==> src/rtl/dram_req_arbiter_pkg.sv <==
// Shared types and constants for the DRAM request arbiter.
//   state_t          : arbiter FSM states
//   BURST_INCR       : AXI INCR burst encoding
//   RESP_OKAY        : AXI OKAY response encoding
//   size_from_bytes  : AXI size field (log2 of beat bytes)
package dram_req_arbiter_pkg;

  typedef enum logic [2:0] {
    IDLE,
    RD_ADDR,
    RD_DATA,
    WR_ADDR_DATA,
    WR_RESP,
    RESPOND
  } state_t;

  localparam int unsigned AXI_LEN_BITS   = 8;
  localparam int unsigned AXI_SIZE_BITS  = 3;
  localparam int unsigned AXI_BURST_BITS = 2;
  localparam int unsigned AXI_RESP_BITS  = 2;
  localparam int unsigned AXI_CACHE_BITS = 4;
  localparam int unsigned AXI_PROT_BITS  = 3;
  localparam int unsigned AXI_QOS_BITS   = 4;

  localparam logic [AXI_BURST_BITS-1:0] BURST_INCR = 2'b01;
  localparam logic [AXI_RESP_BITS-1:0]  RESP_OKAY  = 2'b00;

  // Largest power of two not exceeding nbytes, as an AXI size code.
  function automatic logic [AXI_SIZE_BITS-1:0] size_from_bytes(input int unsigned nbytes);
    logic [AXI_SIZE_BITS-1:0] s;
    s = '0;
    for (int unsigned i = 1; i < 8; i++) begin
      if ((32'd1 << i) <= nbytes) s = AXI_SIZE_BITS'(i);
    end
    return s;
  endfunction

endpackage

==> src/rtl/dram_req_arbiter_if.sv <==
// Bundle of requester-side and AXI4-side signals of the DRAM arbiter.
//   master modport : the arbiter (drives req_ready, rsp_*, AXI AW/W/AR, b_ready, r_ready)
//   slave modport  : requesters plus DRAM model (the reverse directions)
interface dram_req_arbiter_if
  import dram_req_arbiter_pkg::*;
#(
  parameter int unsigned ADDR_BITS = 32,
  parameter int unsigned DATA_BITS = 64,
  parameter int unsigned ID_BITS   = 5,
  parameter int unsigned N_REQ     = 2,
  parameter int unsigned STRB_BITS = DATA_BITS / 8
);

  // requester side
  logic [N_REQ-1:0]           req_valid;
  logic [N_REQ-1:0]           req_ready;
  logic [N_REQ-1:0]           req_write;
  logic [N_REQ*ADDR_BITS-1:0] req_addr;
  logic [N_REQ*DATA_BITS-1:0] req_wdata;
  logic [N_REQ*STRB_BITS-1:0] req_strb;
  logic [N_REQ-1:0]           rsp_valid;
  logic [N_REQ-1:0]           rsp_ready;
  logic [DATA_BITS-1:0]       rsp_rdata;
  logic                       rsp_err;

  // AXI write address
  logic                       axi_aw_valid;
  logic                       axi_aw_ready;
  logic [ADDR_BITS-1:0]       axi_aw_addr;
  logic [AXI_LEN_BITS-1:0]    axi_aw_len;
  logic [AXI_SIZE_BITS-1:0]   axi_aw_size;
  logic [AXI_BURST_BITS-1:0]  axi_aw_burst;
  logic [ID_BITS-1:0]         axi_aw_id;
  logic                       axi_aw_lock;
  logic [AXI_CACHE_BITS-1:0]  axi_aw_cache;
  logic [AXI_PROT_BITS-1:0]   axi_aw_prot;
  logic [AXI_QOS_BITS-1:0]    axi_aw_qos;

  // AXI write data
  logic                       axi_w_valid;
  logic                       axi_w_ready;
  logic [DATA_BITS-1:0]       axi_w_data;
  logic [STRB_BITS-1:0]       axi_w_strb;
  logic                       axi_w_last;

  // AXI write response
  logic                       axi_b_valid;
  logic                       axi_b_ready;
  logic [ID_BITS-1:0]         axi_b_id;
  logic [AXI_RESP_BITS-1:0]   axi_b_resp;

  // AXI read address
  logic                       axi_ar_valid;
  logic                       axi_ar_ready;
  logic [ADDR_BITS-1:0]       axi_ar_addr;
  logic [AXI_LEN_BITS-1:0]    axi_ar_len;
  logic [AXI_SIZE_BITS-1:0]   axi_ar_size;
  logic [AXI_BURST_BITS-1:0]  axi_ar_burst;
  logic [ID_BITS-1:0]         axi_ar_id;
  logic                       axi_ar_lock;
  logic [AXI_CACHE_BITS-1:0]  axi_ar_cache;
  logic [AXI_PROT_BITS-1:0]   axi_ar_prot;
  logic [AXI_QOS_BITS-1:0]    axi_ar_qos;

  // AXI read data
  logic                       axi_r_valid;
  logic                       axi_r_ready;
  logic [DATA_BITS-1:0]       axi_r_data;
  logic [ID_BITS-1:0]         axi_r_id;
  logic [AXI_RESP_BITS-1:0]   axi_r_resp;
  logic                       axi_r_last;

  modport master (
    input  req_valid, req_write, req_addr, req_wdata, req_strb, rsp_ready,
    output req_ready, rsp_valid, rsp_rdata, rsp_err,
    output axi_aw_valid, axi_aw_addr, axi_aw_len, axi_aw_size, axi_aw_burst, axi_aw_id,
           axi_aw_lock, axi_aw_cache, axi_aw_prot, axi_aw_qos,
    input  axi_aw_ready,
    output axi_w_valid, axi_w_data, axi_w_strb, axi_w_last,
    input  axi_w_ready,
    input  axi_b_valid, axi_b_id, axi_b_resp,
    output axi_b_ready,
    output axi_ar_valid, axi_ar_addr, axi_ar_len, axi_ar_size, axi_ar_burst, axi_ar_id,
           axi_ar_lock, axi_ar_cache, axi_ar_prot, axi_ar_qos,
    input  axi_ar_ready,
    input  axi_r_valid, axi_r_data, axi_r_id, axi_r_resp, axi_r_last,
    output axi_r_ready
  );

  modport slave (
    output req_valid, req_write, req_addr, req_wdata, req_strb, rsp_ready,
    input  req_ready, rsp_valid, rsp_rdata, rsp_err,
    input  axi_aw_valid, axi_aw_addr, axi_aw_len, axi_aw_size, axi_aw_burst, axi_aw_id,
           axi_aw_lock, axi_aw_cache, axi_aw_prot, axi_aw_qos,
    output axi_aw_ready,
    input  axi_w_valid, axi_w_data, axi_w_strb, axi_w_last,
    output axi_w_ready,
    output axi_b_valid, axi_b_id, axi_b_resp,
    input  axi_b_ready,
    input  axi_ar_valid, axi_ar_addr, axi_ar_len, axi_ar_size, axi_ar_burst, axi_ar_id,
           axi_ar_lock, axi_ar_cache, axi_ar_prot, axi_ar_qos,
    output axi_ar_ready,
    output axi_r_valid, axi_r_data, axi_r_id, axi_r_resp, axi_r_last,
    input  axi_r_ready
  );

endinterface

==> src/rtl/dram_req_arbiter_rr_arbiter.sv <==
// Round-robin picker: first asserted request at or after ptr, wrapping.
//   req           : request vector
//   ptr           : highest-priority index this cycle
//   grant_c       : one-hot grant (combinational)
//   grant_idx_c   : binary index of the grant (combinational)
//   grant_valid_c : any request present (combinational)
module rr_arbiter #(
  parameter  int unsigned N_REQ    = 2,
  localparam int unsigned PTR_BITS = (N_REQ > 1) ? $clog2(N_REQ) : 1
) (
  input  logic [N_REQ-1:0]    req,
  input  logic [PTR_BITS-1:0] ptr,
  output logic [N_REQ-1:0]    grant_c,
  output logic [PTR_BITS-1:0] grant_idx_c,
  output logic                grant_valid_c
);

  // Scan N_REQ positions starting at ptr; the first hit wins.
  always_comb begin
    int unsigned          idx;
    logic [PTR_BITS-1:0]  pos;
    grant_c       = '0;
    grant_idx_c   = '0;
    grant_valid_c = 1'b0;
    idx           = 0;
    pos           = '0;
    for (int unsigned k = 0; k < N_REQ; k++) begin
      idx = 32'(ptr) + k;
      if (idx >= N_REQ) idx = idx - N_REQ;
      pos = PTR_BITS'(idx);
      if (!grant_valid_c && req[pos]) begin
        grant_valid_c = 1'b1;
        grant_idx_c   = pos;
        grant_c[pos]  = 1'b1;
      end
    end
  end

endmodule

==> src/rtl/dram_req_arbiter.sv <==
// Arbitrates N_REQ requesters onto one AXI4 master, one single-beat
// transaction outstanding at a time, and routes the response back.
//   clock : sole clock, rising edge
//   reset : asynchronous, active-high
//   bus   : requester handshakes/payloads and AXI4 master channels
module dram_req_arbiter
  import dram_req_arbiter_pkg::*;
#(
  parameter int unsigned ADDR_BITS = 32,
  parameter int unsigned DATA_BITS = 64,
  parameter int unsigned ID_BITS   = 5,
  parameter int unsigned N_REQ     = 2,
  parameter int unsigned STRB_BITS = DATA_BITS / 8
) (
  input logic                 clock,
  input logic                 reset,
  dram_req_arbiter_if.master  bus
);

  localparam int unsigned PTR_BITS = (N_REQ > 1) ? $clog2(N_REQ) : 1;
  localparam logic [AXI_SIZE_BITS-1:0] AXI_SIZE = size_from_bytes(STRB_BITS);

  state_t                state, state_nxt;
  logic [PTR_BITS-1:0]   rr_ptr, rr_ptr_nxt;
  logic [PTR_BITS-1:0]   g_idx, g_idx_nxt;
  logic                  lat_write, lat_write_nxt;
  logic [ADDR_BITS-1:0]  lat_addr, lat_addr_nxt;
  logic [DATA_BITS-1:0]  lat_wdata, lat_wdata_nxt;
  logic [STRB_BITS-1:0]  lat_strb, lat_strb_nxt;
  logic                  aw_done, aw_done_nxt;
  logic                  w_done, w_done_nxt;
  logic [DATA_BITS-1:0]  rsp_rdata, rsp_rdata_nxt;
  logic                  rsp_err, rsp_err_nxt;

  logic [N_REQ-1:0]      grant;
  logic [PTR_BITS-1:0]   grant_idx;
  logic                  grant_valid;
  logic                  aw_now, w_now;

  rr_arbiter #(.N_REQ(N_REQ)) u_rr_arbiter (
    .req           (bus.req_valid),
    .ptr           (rr_ptr),
    .grant_c       (grant),
    .grant_idx_c   (grant_idx),
    .grant_valid_c (grant_valid)
  );

  // State and datapath registers.
  always_ff @(posedge clock or posedge reset) begin
    if (reset) begin
      state     <= IDLE;
      rr_ptr    <= '0;
      g_idx     <= '0;
      lat_write <= 1'b0;
      lat_addr  <= '0;
      lat_wdata <= '0;
      lat_strb  <= '0;
      aw_done   <= 1'b0;
      w_done    <= 1'b0;
      rsp_rdata <= '0;
      rsp_err   <= 1'b0;
    end else begin
      state     <= state_nxt;
      rr_ptr    <= rr_ptr_nxt;
      g_idx     <= g_idx_nxt;
      lat_write <= lat_write_nxt;
      lat_addr  <= lat_addr_nxt;
      lat_wdata <= lat_wdata_nxt;
      lat_strb  <= lat_strb_nxt;
      aw_done   <= aw_done_nxt;
      w_done    <= w_done_nxt;
      rsp_rdata <= rsp_rdata_nxt;
      rsp_err   <= rsp_err_nxt;
    end
  end

  // Next-state and datapath update.
  always_comb begin
    state_nxt     = state;
    rr_ptr_nxt    = rr_ptr;
    g_idx_nxt     = g_idx;
    lat_write_nxt = lat_write;
    lat_addr_nxt  = lat_addr;
    lat_wdata_nxt = lat_wdata;
    lat_strb_nxt  = lat_strb;
    aw_done_nxt   = aw_done;
    w_done_nxt    = w_done;
    rsp_rdata_nxt = rsp_rdata;
    rsp_err_nxt   = rsp_err;
    aw_now        = aw_done || bus.axi_aw_ready;
    w_now         = w_done || bus.axi_w_ready;

    unique case (state)
      IDLE: begin
        if (grant_valid) begin
          g_idx_nxt     = grant_idx;
          lat_write_nxt = bus.req_write[grant_idx];
          lat_addr_nxt  = bus.req_addr[grant_idx*ADDR_BITS +: ADDR_BITS];
          lat_wdata_nxt = bus.req_wdata[grant_idx*DATA_BITS +: DATA_BITS];
          lat_strb_nxt  = bus.req_strb[grant_idx*STRB_BITS +: STRB_BITS];
          rr_ptr_nxt    = (grant_idx == PTR_BITS'(N_REQ - 1)) ? '0 : grant_idx + PTR_BITS'(1);
          state_nxt     = bus.req_write[grant_idx] ? WR_ADDR_DATA : RD_ADDR;
        end
      end
      RD_ADDR: begin
        if (bus.axi_ar_ready) state_nxt = RD_DATA;
      end
      RD_DATA: begin
        if (bus.axi_r_valid) begin
          rsp_rdata_nxt = bus.axi_r_data;
          rsp_err_nxt   = (bus.axi_r_resp != RESP_OKAY) || (bus.axi_r_id != ID_BITS'(g_idx)) ||
                          !bus.axi_r_last;
          state_nxt     = RESPOND;
        end
      end
      WR_ADDR_DATA: begin
        // AW and W complete independently; both flags are needed to move on.
        if (aw_now && w_now) begin
          aw_done_nxt = 1'b0;
          w_done_nxt  = 1'b0;
          state_nxt   = WR_RESP;
        end else begin
          aw_done_nxt = aw_now;
          w_done_nxt  = w_now;
        end
      end
      WR_RESP: begin
        if (bus.axi_b_valid) begin
          rsp_rdata_nxt = '0;
          rsp_err_nxt   = (bus.axi_b_resp != RESP_OKAY) || (bus.axi_b_id != ID_BITS'(g_idx));
          state_nxt     = RESPOND;
        end
      end
      RESPOND: begin
        if (bus.rsp_ready[g_idx]) state_nxt = IDLE;
      end
      default: state_nxt = IDLE;
    endcase
  end

  // Requester-side outputs; req_ready is the only combinational path from inputs.
  always_comb begin
    bus.req_ready = (state == IDLE && !reset) ? grant : '0;
    bus.rsp_valid = (state == RESPOND) ? (N_REQ'(1) << g_idx) : '0;
    bus.rsp_rdata = rsp_rdata;
    bus.rsp_err   = rsp_err;
  end

  // AXI outputs decoded from registered state; attributes fixed for single beats.
  always_comb begin
    bus.axi_ar_valid = (state == RD_ADDR);
    bus.axi_ar_addr  = lat_addr;
    bus.axi_ar_len   = '0;
    bus.axi_ar_size  = AXI_SIZE;
    bus.axi_ar_burst = BURST_INCR;
    bus.axi_ar_id    = ID_BITS'(g_idx);
    bus.axi_ar_lock  = 1'b0;
    bus.axi_ar_cache = '0;
    bus.axi_ar_prot  = '0;
    bus.axi_ar_qos   = '0;
    bus.axi_r_ready  = (state == RD_DATA);

    bus.axi_aw_valid = (state == WR_ADDR_DATA) && !aw_done;
    bus.axi_aw_addr  = lat_addr;
    bus.axi_aw_len   = '0;
    bus.axi_aw_size  = AXI_SIZE;
    bus.axi_aw_burst = BURST_INCR;
    bus.axi_aw_id    = ID_BITS'(g_idx);
    bus.axi_aw_lock  = 1'b0;
    bus.axi_aw_cache = '0;
    bus.axi_aw_prot  = '0;
    bus.axi_aw_qos   = '0;

    bus.axi_w_valid  = (state == WR_ADDR_DATA) && !w_done;
    bus.axi_w_data   = lat_wdata;
    bus.axi_w_strb   = lat_strb;
    bus.axi_w_last   = 1'b1;

    bus.axi_b_ready  = (state == WR_RESP);
  end

  // lat_write is kept for visibility of the accepted request type.
  logic unused_ok;
  assign unused_ok = lat_write;

endmodule

==> src/flat_wrapper.sv <==
// flat-port wrapper written by rule: the top's interface ports become plain ports
module dram_req_arbiter_flat import dram_req_arbiter_pkg::*;
#(
  parameter int unsigned ADDR_BITS = 32,
  parameter int unsigned DATA_BITS = 64,
  parameter int unsigned ID_BITS   = 5,
  parameter int unsigned N_REQ     = 2,
  parameter int unsigned STRB_BITS = DATA_BITS / 8
)
  (clock, reset, bus_req_valid, bus_req_write, bus_req_addr, bus_req_wdata, bus_req_strb, bus_rsp_ready, bus_req_ready, bus_rsp_valid, bus_rsp_rdata, bus_rsp_err, bus_axi_aw_valid, bus_axi_aw_addr, bus_axi_aw_len, bus_axi_aw_size, bus_axi_aw_burst, bus_axi_aw_id, bus_axi_aw_lock, bus_axi_aw_cache, bus_axi_aw_prot, bus_axi_aw_qos, bus_axi_aw_ready, bus_axi_w_valid, bus_axi_w_data, bus_axi_w_strb, bus_axi_w_last, bus_axi_w_ready, bus_axi_b_valid, bus_axi_b_id, bus_axi_b_resp, bus_axi_b_ready, bus_axi_ar_valid, bus_axi_ar_addr, bus_axi_ar_len, bus_axi_ar_size, bus_axi_ar_burst, bus_axi_ar_id, bus_axi_ar_lock, bus_axi_ar_cache, bus_axi_ar_prot, bus_axi_ar_qos, bus_axi_ar_ready, bus_axi_r_valid, bus_axi_r_data, bus_axi_r_id, bus_axi_r_resp, bus_axi_r_last, bus_axi_r_ready);
  dram_req_arbiter_if #(.ADDR_BITS(ADDR_BITS), .DATA_BITS(DATA_BITS), .ID_BITS(ID_BITS), .N_REQ(N_REQ), .STRB_BITS(STRB_BITS)) bus_i ();
  input logic clock;
  input logic reset;
  input wire logic [$bits(bus_i.req_valid)-1:0] bus_req_valid;
  input wire logic [$bits(bus_i.req_write)-1:0] bus_req_write;
  input wire logic [$bits(bus_i.req_addr)-1:0] bus_req_addr;
  input wire logic [$bits(bus_i.req_wdata)-1:0] bus_req_wdata;
  input wire logic [$bits(bus_i.req_strb)-1:0] bus_req_strb;
  input wire logic [$bits(bus_i.rsp_ready)-1:0] bus_rsp_ready;
  output wire logic [$bits(bus_i.req_ready)-1:0] bus_req_ready;
  output wire logic [$bits(bus_i.rsp_valid)-1:0] bus_rsp_valid;
  output wire logic [$bits(bus_i.rsp_rdata)-1:0] bus_rsp_rdata;
  output wire logic [$bits(bus_i.rsp_err)-1:0] bus_rsp_err;
  output wire logic [$bits(bus_i.axi_aw_valid)-1:0] bus_axi_aw_valid;
  output wire logic [$bits(bus_i.axi_aw_addr)-1:0] bus_axi_aw_addr;
  output wire logic [$bits(bus_i.axi_aw_len)-1:0] bus_axi_aw_len;
  output wire logic [$bits(bus_i.axi_aw_size)-1:0] bus_axi_aw_size;
  output wire logic [$bits(bus_i.axi_aw_burst)-1:0] bus_axi_aw_burst;
  output wire logic [$bits(bus_i.axi_aw_id)-1:0] bus_axi_aw_id;
  output wire logic [$bits(bus_i.axi_aw_lock)-1:0] bus_axi_aw_lock;
  output wire logic [$bits(bus_i.axi_aw_cache)-1:0] bus_axi_aw_cache;
  output wire logic [$bits(bus_i.axi_aw_prot)-1:0] bus_axi_aw_prot;
  output wire logic [$bits(bus_i.axi_aw_qos)-1:0] bus_axi_aw_qos;
  input wire logic [$bits(bus_i.axi_aw_ready)-1:0] bus_axi_aw_ready;
  output wire logic [$bits(bus_i.axi_w_valid)-1:0] bus_axi_w_valid;
  output wire logic [$bits(bus_i.axi_w_data)-1:0] bus_axi_w_data;
  output wire logic [$bits(bus_i.axi_w_strb)-1:0] bus_axi_w_strb;
  output wire logic [$bits(bus_i.axi_w_last)-1:0] bus_axi_w_last;
  input wire logic [$bits(bus_i.axi_w_ready)-1:0] bus_axi_w_ready;
  input wire logic [$bits(bus_i.axi_b_valid)-1:0] bus_axi_b_valid;
  input wire logic [$bits(bus_i.axi_b_id)-1:0] bus_axi_b_id;
  input wire logic [$bits(bus_i.axi_b_resp)-1:0] bus_axi_b_resp;
  output wire logic [$bits(bus_i.axi_b_ready)-1:0] bus_axi_b_ready;
  output wire logic [$bits(bus_i.axi_ar_valid)-1:0] bus_axi_ar_valid;
  output wire logic [$bits(bus_i.axi_ar_addr)-1:0] bus_axi_ar_addr;
  output wire logic [$bits(bus_i.axi_ar_len)-1:0] bus_axi_ar_len;
  output wire logic [$bits(bus_i.axi_ar_size)-1:0] bus_axi_ar_size;
  output wire logic [$bits(bus_i.axi_ar_burst)-1:0] bus_axi_ar_burst;
  output wire logic [$bits(bus_i.axi_ar_id)-1:0] bus_axi_ar_id;
  output wire logic [$bits(bus_i.axi_ar_lock)-1:0] bus_axi_ar_lock;
  output wire logic [$bits(bus_i.axi_ar_cache)-1:0] bus_axi_ar_cache;
  output wire logic [$bits(bus_i.axi_ar_prot)-1:0] bus_axi_ar_prot;
  output wire logic [$bits(bus_i.axi_ar_qos)-1:0] bus_axi_ar_qos;
  input wire logic [$bits(bus_i.axi_ar_ready)-1:0] bus_axi_ar_ready;
  input wire logic [$bits(bus_i.axi_r_valid)-1:0] bus_axi_r_valid;
  input wire logic [$bits(bus_i.axi_r_data)-1:0] bus_axi_r_data;
  input wire logic [$bits(bus_i.axi_r_id)-1:0] bus_axi_r_id;
  input wire logic [$bits(bus_i.axi_r_resp)-1:0] bus_axi_r_resp;
  input wire logic [$bits(bus_i.axi_r_last)-1:0] bus_axi_r_last;
  output wire logic [$bits(bus_i.axi_r_ready)-1:0] bus_axi_r_ready;
  assign bus_i.req_valid = bus_req_valid;
  assign bus_i.req_write = bus_req_write;
  assign bus_i.req_addr = bus_req_addr;
  assign bus_i.req_wdata = bus_req_wdata;
  assign bus_i.req_strb = bus_req_strb;
  assign bus_i.rsp_ready = bus_rsp_ready;
  assign bus_req_ready = bus_i.req_ready;
  assign bus_rsp_valid = bus_i.rsp_valid;
  assign bus_rsp_rdata = bus_i.rsp_rdata;
  assign bus_rsp_err = bus_i.rsp_err;
  assign bus_axi_aw_valid = bus_i.axi_aw_valid;
  assign bus_axi_aw_addr = bus_i.axi_aw_addr;
  assign bus_axi_aw_len = bus_i.axi_aw_len;
  assign bus_axi_aw_size = bus_i.axi_aw_size;
  assign bus_axi_aw_burst = bus_i.axi_aw_burst;
  assign bus_axi_aw_id = bus_i.axi_aw_id;
  assign bus_axi_aw_lock = bus_i.axi_aw_lock;
  assign bus_axi_aw_cache = bus_i.axi_aw_cache;
  assign bus_axi_aw_prot = bus_i.axi_aw_prot;
  assign bus_axi_aw_qos = bus_i.axi_aw_qos;
  assign bus_i.axi_aw_ready = bus_axi_aw_ready;
  assign bus_axi_w_valid = bus_i.axi_w_valid;
  assign bus_axi_w_data = bus_i.axi_w_data;
  assign bus_axi_w_strb = bus_i.axi_w_strb;
  assign bus_axi_w_last = bus_i.axi_w_last;
  assign bus_i.axi_w_ready = bus_axi_w_ready;
  assign bus_i.axi_b_valid = bus_axi_b_valid;
  assign bus_i.axi_b_id = bus_axi_b_id;
  assign bus_i.axi_b_resp = bus_axi_b_resp;
  assign bus_axi_b_ready = bus_i.axi_b_ready;
  assign bus_axi_ar_valid = bus_i.axi_ar_valid;
  assign bus_axi_ar_addr = bus_i.axi_ar_addr;
  assign bus_axi_ar_len = bus_i.axi_ar_len;
  assign bus_axi_ar_size = bus_i.axi_ar_size;
  assign bus_axi_ar_burst = bus_i.axi_ar_burst;
  assign bus_axi_ar_id = bus_i.axi_ar_id;
  assign bus_axi_ar_lock = bus_i.axi_ar_lock;
  assign bus_axi_ar_cache = bus_i.axi_ar_cache;
  assign bus_axi_ar_prot = bus_i.axi_ar_prot;
  assign bus_axi_ar_qos = bus_i.axi_ar_qos;
  assign bus_i.axi_ar_ready = bus_axi_ar_ready;
  assign bus_i.axi_r_valid = bus_axi_r_valid;
  assign bus_i.axi_r_data = bus_axi_r_data;
  assign bus_i.axi_r_id = bus_axi_r_id;
  assign bus_i.axi_r_resp = bus_axi_r_resp;
  assign bus_i.axi_r_last = bus_axi_r_last;
  assign bus_axi_r_ready = bus_i.axi_r_ready;
  dram_req_arbiter #(.ADDR_BITS(ADDR_BITS), .DATA_BITS(DATA_BITS), .ID_BITS(ID_BITS), .N_REQ(N_REQ), .STRB_BITS(STRB_BITS)) u_core (.clock(clock), .reset(reset), .bus(bus_i));
endmodule
==> config.mk <==
export PLATFORM = sky130hd
export DESIGN_NAME = dram_req_arbiter_flat
export DESIGN_NICKNAME = d
export VERILOG_FILES = /design/src/rtl/dram_req_arbiter_pkg.sv /design/src/rtl/dram_req_arbiter_if.sv /design/src/rtl/dram_req_arbiter_rr_arbiter.sv /design/src/rtl/dram_req_arbiter.sv /design/src/flat_wrapper.sv
export SDC_FILE = /design/constraint.sdc
export NUM_CORES = 1
export LEC_CHECK = 0
export BUFFER_PORTS_ARGS = -buffer_cell sky130_fd_sc_hd__buf_2
export CORE_AREA = 2 2 222 224
export DETAILED_ROUTE_END_ITERATION = 16
export DIE_AREA = 0 0 224 226
export GPL_TIMING_DRIVEN = 0
export PLACE_DENSITY = 0.37
export SYNTH_ARGS = -nofsm -noshare
export SYNTH_HDL_FRONTEND = slang
export SYNTH_SLANG_ARGS = --single-unit
export TNS_END_PERCENT = 20
==> constraint.sdc <==
create_clock -name clock -period 7.5 [get_ports clock]
set_input_delay 0.75 -clock clock [delete_from_list [all_inputs] [get_ports clock]]
set_output_delay 0.75 -clock clock [all_outputs]
set_load 0.02 [all_outputs]
==> impl_metrics.toml <==
[setup_path]
largest_fanout_on_the_critical_path = 10
critPathArrivalTime_ns = 2.76
r2r_setup_slack_ns = 5.16
startpoint_type = "flop"
setup.worst_path.class = "reg2out"
worst_ep_required_time_ns = 6.75
end_kind = "output pin"

[clock_network]
cts_tree = "built"
clock_insertion_delay_worst_skew_ns = 0.49
clk_path_buf_depth = 2
postCtsHoldBufs = 0
clk_transition_reported_paths_ns = 0.08
cts_setup_buffers = 0
htreeDepth = 4
cts_made_buffers = 17
post_cts.resized_instances = 0
clock-sinks = 176
cts.root.buffer_cell = "clkbuf_16"

[global_routing]
gr-usage-all-layers_pct = 13.90
grt_max_degree = 92
grt_pass1_wl_mm = 51.21
global_route.overflow_total = 0
grt_antenna_before_repair = 12
first_global_vias = 7966

[finish]
area.sequential_um2 = 4404
share_of_post_route_cells_with_drive_strength_above_1_pct = 49.57
num-fill-cells = 5319
syn_to_final_growth_pct = 50.72
final_design_area_no_fill_um2 = 12360
nets = 1685
multi_input_comb_area_um2 = 2529

[place]
place_worst_setup_slack_ns = 4.311
io_buffers = 511
place.gp.congestion = 0.8120
place.detailed.hpwl_mm = 28.56
placedInstanceArea_um2 = 11790

[timing]
fin_tns_setup_ns = 0
maxClockFrequency_mhz = 285.1
report.final.hold_viol_count = 0
post-route-period-util_pct = 46.76
relSlewSlack_pct = 45.45
worst_slack_ns = 3.993
rsz0062_at_grt = "false"
worstMarginPinSlew_ns = 0.8128
period_minus_slack_ns = 3.507
setup_viol_count_final = 0
finClkSkew_ns = 0.01613
maxSlewViolCount = 0
timing.hold.ws_ns = 0.3189

[floorplan]
floorplan.die.width_um = 224
floorplan.core_area_um2 = 48340
design.portCount = 571
floorplan.initialDensity_pct = 16.97
die_h_um = 226
design.die.area_um2 = 50620
rows = 81

[yosys]
synth-seq-area-share_pct = 53.69
syn_area_per_cell_um2 = 10.29
mappedNetlistArea_um2 = 8203
ys_seq_elements = 176
syn-instance-count = 797
synth.distinct_cells = 40
yosysWarnings = 0

[pwr]
power_density_nw_per_um2 = 445.6
design_power_total_uw = 5509
power.static_leakage_uw = 0.007144
ir_drop_mv = 0.1544

[detailed_routing]
vias_per_cell = 4.000
via_count = 8092
detail_route.iter0.violations = 701
drt_pre_antenna_iters = 7
antenna_violating_nets_post_route = 0
drcViolationCount = 0
drt_wl_total_mm = 36.25
routed_wire_length_per_instance_um = 17.92

[hold_path]
min_path_type = "in2async"

[flow_run]
max_cap_violations = 0

[run_status]
run_status = "finished, final reports clean"
## layout make-up
class,instances,area share (%)
Buffer,154,8.724
Tap cell,622,6.295
Clock inverter,15,1.154
Clock buffer,17,3.441
Antenna cell,3,0.06072
Sequential cell,176,35.62
Timing Repair Buffer,512,20.91
Inverter,108,3.340
Multi-Input combinational cell,416,20.45
## placed cells by master (no fill, tap or decap), drive strengths merged, types with 2 or more instances in the layout
| master | Yosys | layout |
|---|---|---|
| conb | 2 | 59 |
| nand2b | 2 | 2 |
| dfrtp | 176 | 176 |
| a222oi | 104 | 104 |
| clkbuf | 29 | 46 |
| diode | 0 | 3 |
| nor2b | 3 | 3 |
| or4b | 2 | 2 |
| xnor2 | 2 | 2 |
| nor3 | 3 | 3 |
| nand2 | 130 | 130 |
| clkinv | 0 | 3 |
| and3 | 2 | 2 |
| inv | 108 | 117 |
| and2 | 3 | 3 |
| mux2i | 3 | 3 |
| a21oi | 3 | 3 |
| buf | 125 | 637 |
| a21o | 2 | 2 |
| nor3b | 2 | 2 |
| o21ai | 70 | 70 |
| clkinvlp | 0 | 3 |
| nor2 | 12 | 12 |
## critical path, cell delays in order, from the launching register on
cell	delay, ns
dfrtp_1	0.41
buf_4	0.18
nor3_2	0.23
and3_1	0.24
buf_2	0.23
buf_2	0.33
buf_2	0.31
and2_1	0.17
buf_2	0.16
## metal layers
layer / up-vias / track usage (%) / routed length (um)
met5: - / 0 / 78
li1: 3818 / - / -
met4: 14 / 5.763 / 760
met3: 45 / 4.632 / 3058
met1: 3801 / 16.40 / 14500
met2: 414 / 23.15 / 17850
## flip-flops by register name (all words and copies together), names as in the netlist
| register | cells |
|---|---|
| u_core.bus.axi_w_strb | 8 |
| u_core.rr_ptr | 1 |
| u_core.g_idx | 1 |
| u_core.bus.axi_ar_addr | 32 |
| u_core.bus.rsp_err | 1 |
| u_core.state | 3 |
| u_core.bus.rsp_rdata | 64 |
| u_core.aw_done | 1 |
| u_core.bus.axi_w_data | 64 |
| u_core.w_done | 1 |
## kinds of logic (layout without fill, tap and decap cells)
kind of cell | count (synthesis) | count (layout) | synth area share, %
other cells | 2 | 62 | 0.09155
simple gates | 166 | 166 | 8.527
flops | 176 | 176 | 53.69
mux | 3 | 3 | 0.3661
buf+inv | 262 | 806 | 18.09
xor+xnor | 2 | 2 | 0.2136
compound gates | 186 | 186 | 19.02
## path summary, 6_finish.rpt
check                                             end                     from  cells after the start
max in group asynchronous    u_core.bus.rsp_rdata[41]                    reset                      3
hold reg to reg               u_core.bus.rsp_rdata[6]  u_core.bus.rsp_rdata[6]                      2
min in group clock         u_core.bus.axi_ar_addr[31]         bus_req_addr[31]                      3
setup reg to reg             u_core.bus.axi_w_strb[1]          u_core.state[1]                      7
setup / recovery                     bus_req_ready[0]          u_core.state[1]                      8
hold / removal             u_core.bus.axi_ar_addr[12]                    reset                      2
## stage by stage
| stage | utilization [%] | std cells |
|---|---|---|
| final | 25.57 | 2023 |
| after global routing | 25.57 | 2023 |
| after CTS | 25.56 | 2020 |
| after detailed placement | 24.38 | 1988 |
| after global placement | 24.31 | 1987 |
| after floorplan | - | 854 |
## synthesized netlist by cell type, drive strengths merged
| master | number | area [um2] |
|---|---|---|
| o22ai | 1 | 6.260 |
| a32o | 1 | 10.01 |
| nor4b | 1 | 8.760 |
| a222oi | 104 | 1041 |
| nor3b | 2 | 15.01 |
| mux2i | 3 | 30.03 |
| clkbuf | 29 | 108.9 |
| o21ai | 70 | 425.4 |
| and3 | 2 | 12.51 |
| nand3b | 1 | 7.510 |
| nand4 | 1 | 6.260 |
| nand2b | 2 | 12.51 |
| a21o | 2 | 15.01 |
| or4b | 2 | 20.02 |
| o22a | 1 | 8.760 |
| a311o | 1 | 10.01 |
| nand2 | 130 | 488.0 |
| buf | 125 | 969.7 |
| nor2 | 12 | 45.04 |
| nor4 | 1 | 6.260 |
| conb | 2 | 7.510 |
| a221oi | 1 | 8.760 |
| xnor2 | 2 | 17.52 |
| nor2b | 3 | 18.77 |
| inv | 108 | 405.4 |
| nand3 | 1 | 5.000 |
| and2 | 3 | 18.77 |
| or3b | 1 | 8.760 |
| a21oi | 3 | 15.01 |
| dfrtp | 176 | 4404 |
| a21boi | 1 | 7.510 |
| or3 | 1 | 6.260 |
| o211ai | 1 | 12.51 |
| nor3 | 3 | 20.02 |
## power breakdown
part | internal [uW] | total (uW) | switching [uW] | leakage, uW
Sequential | 1400 | 1690 | 290 | 0.00220
Combinational | 1090 | 2910 | 1830 | 0.00467
Clock | 439 | 903 | 464 | 0.000270
Total | 2930 | 5510 | 2580 | 0.00714
No activity file was read; power rests on OpenSTA's default activity.
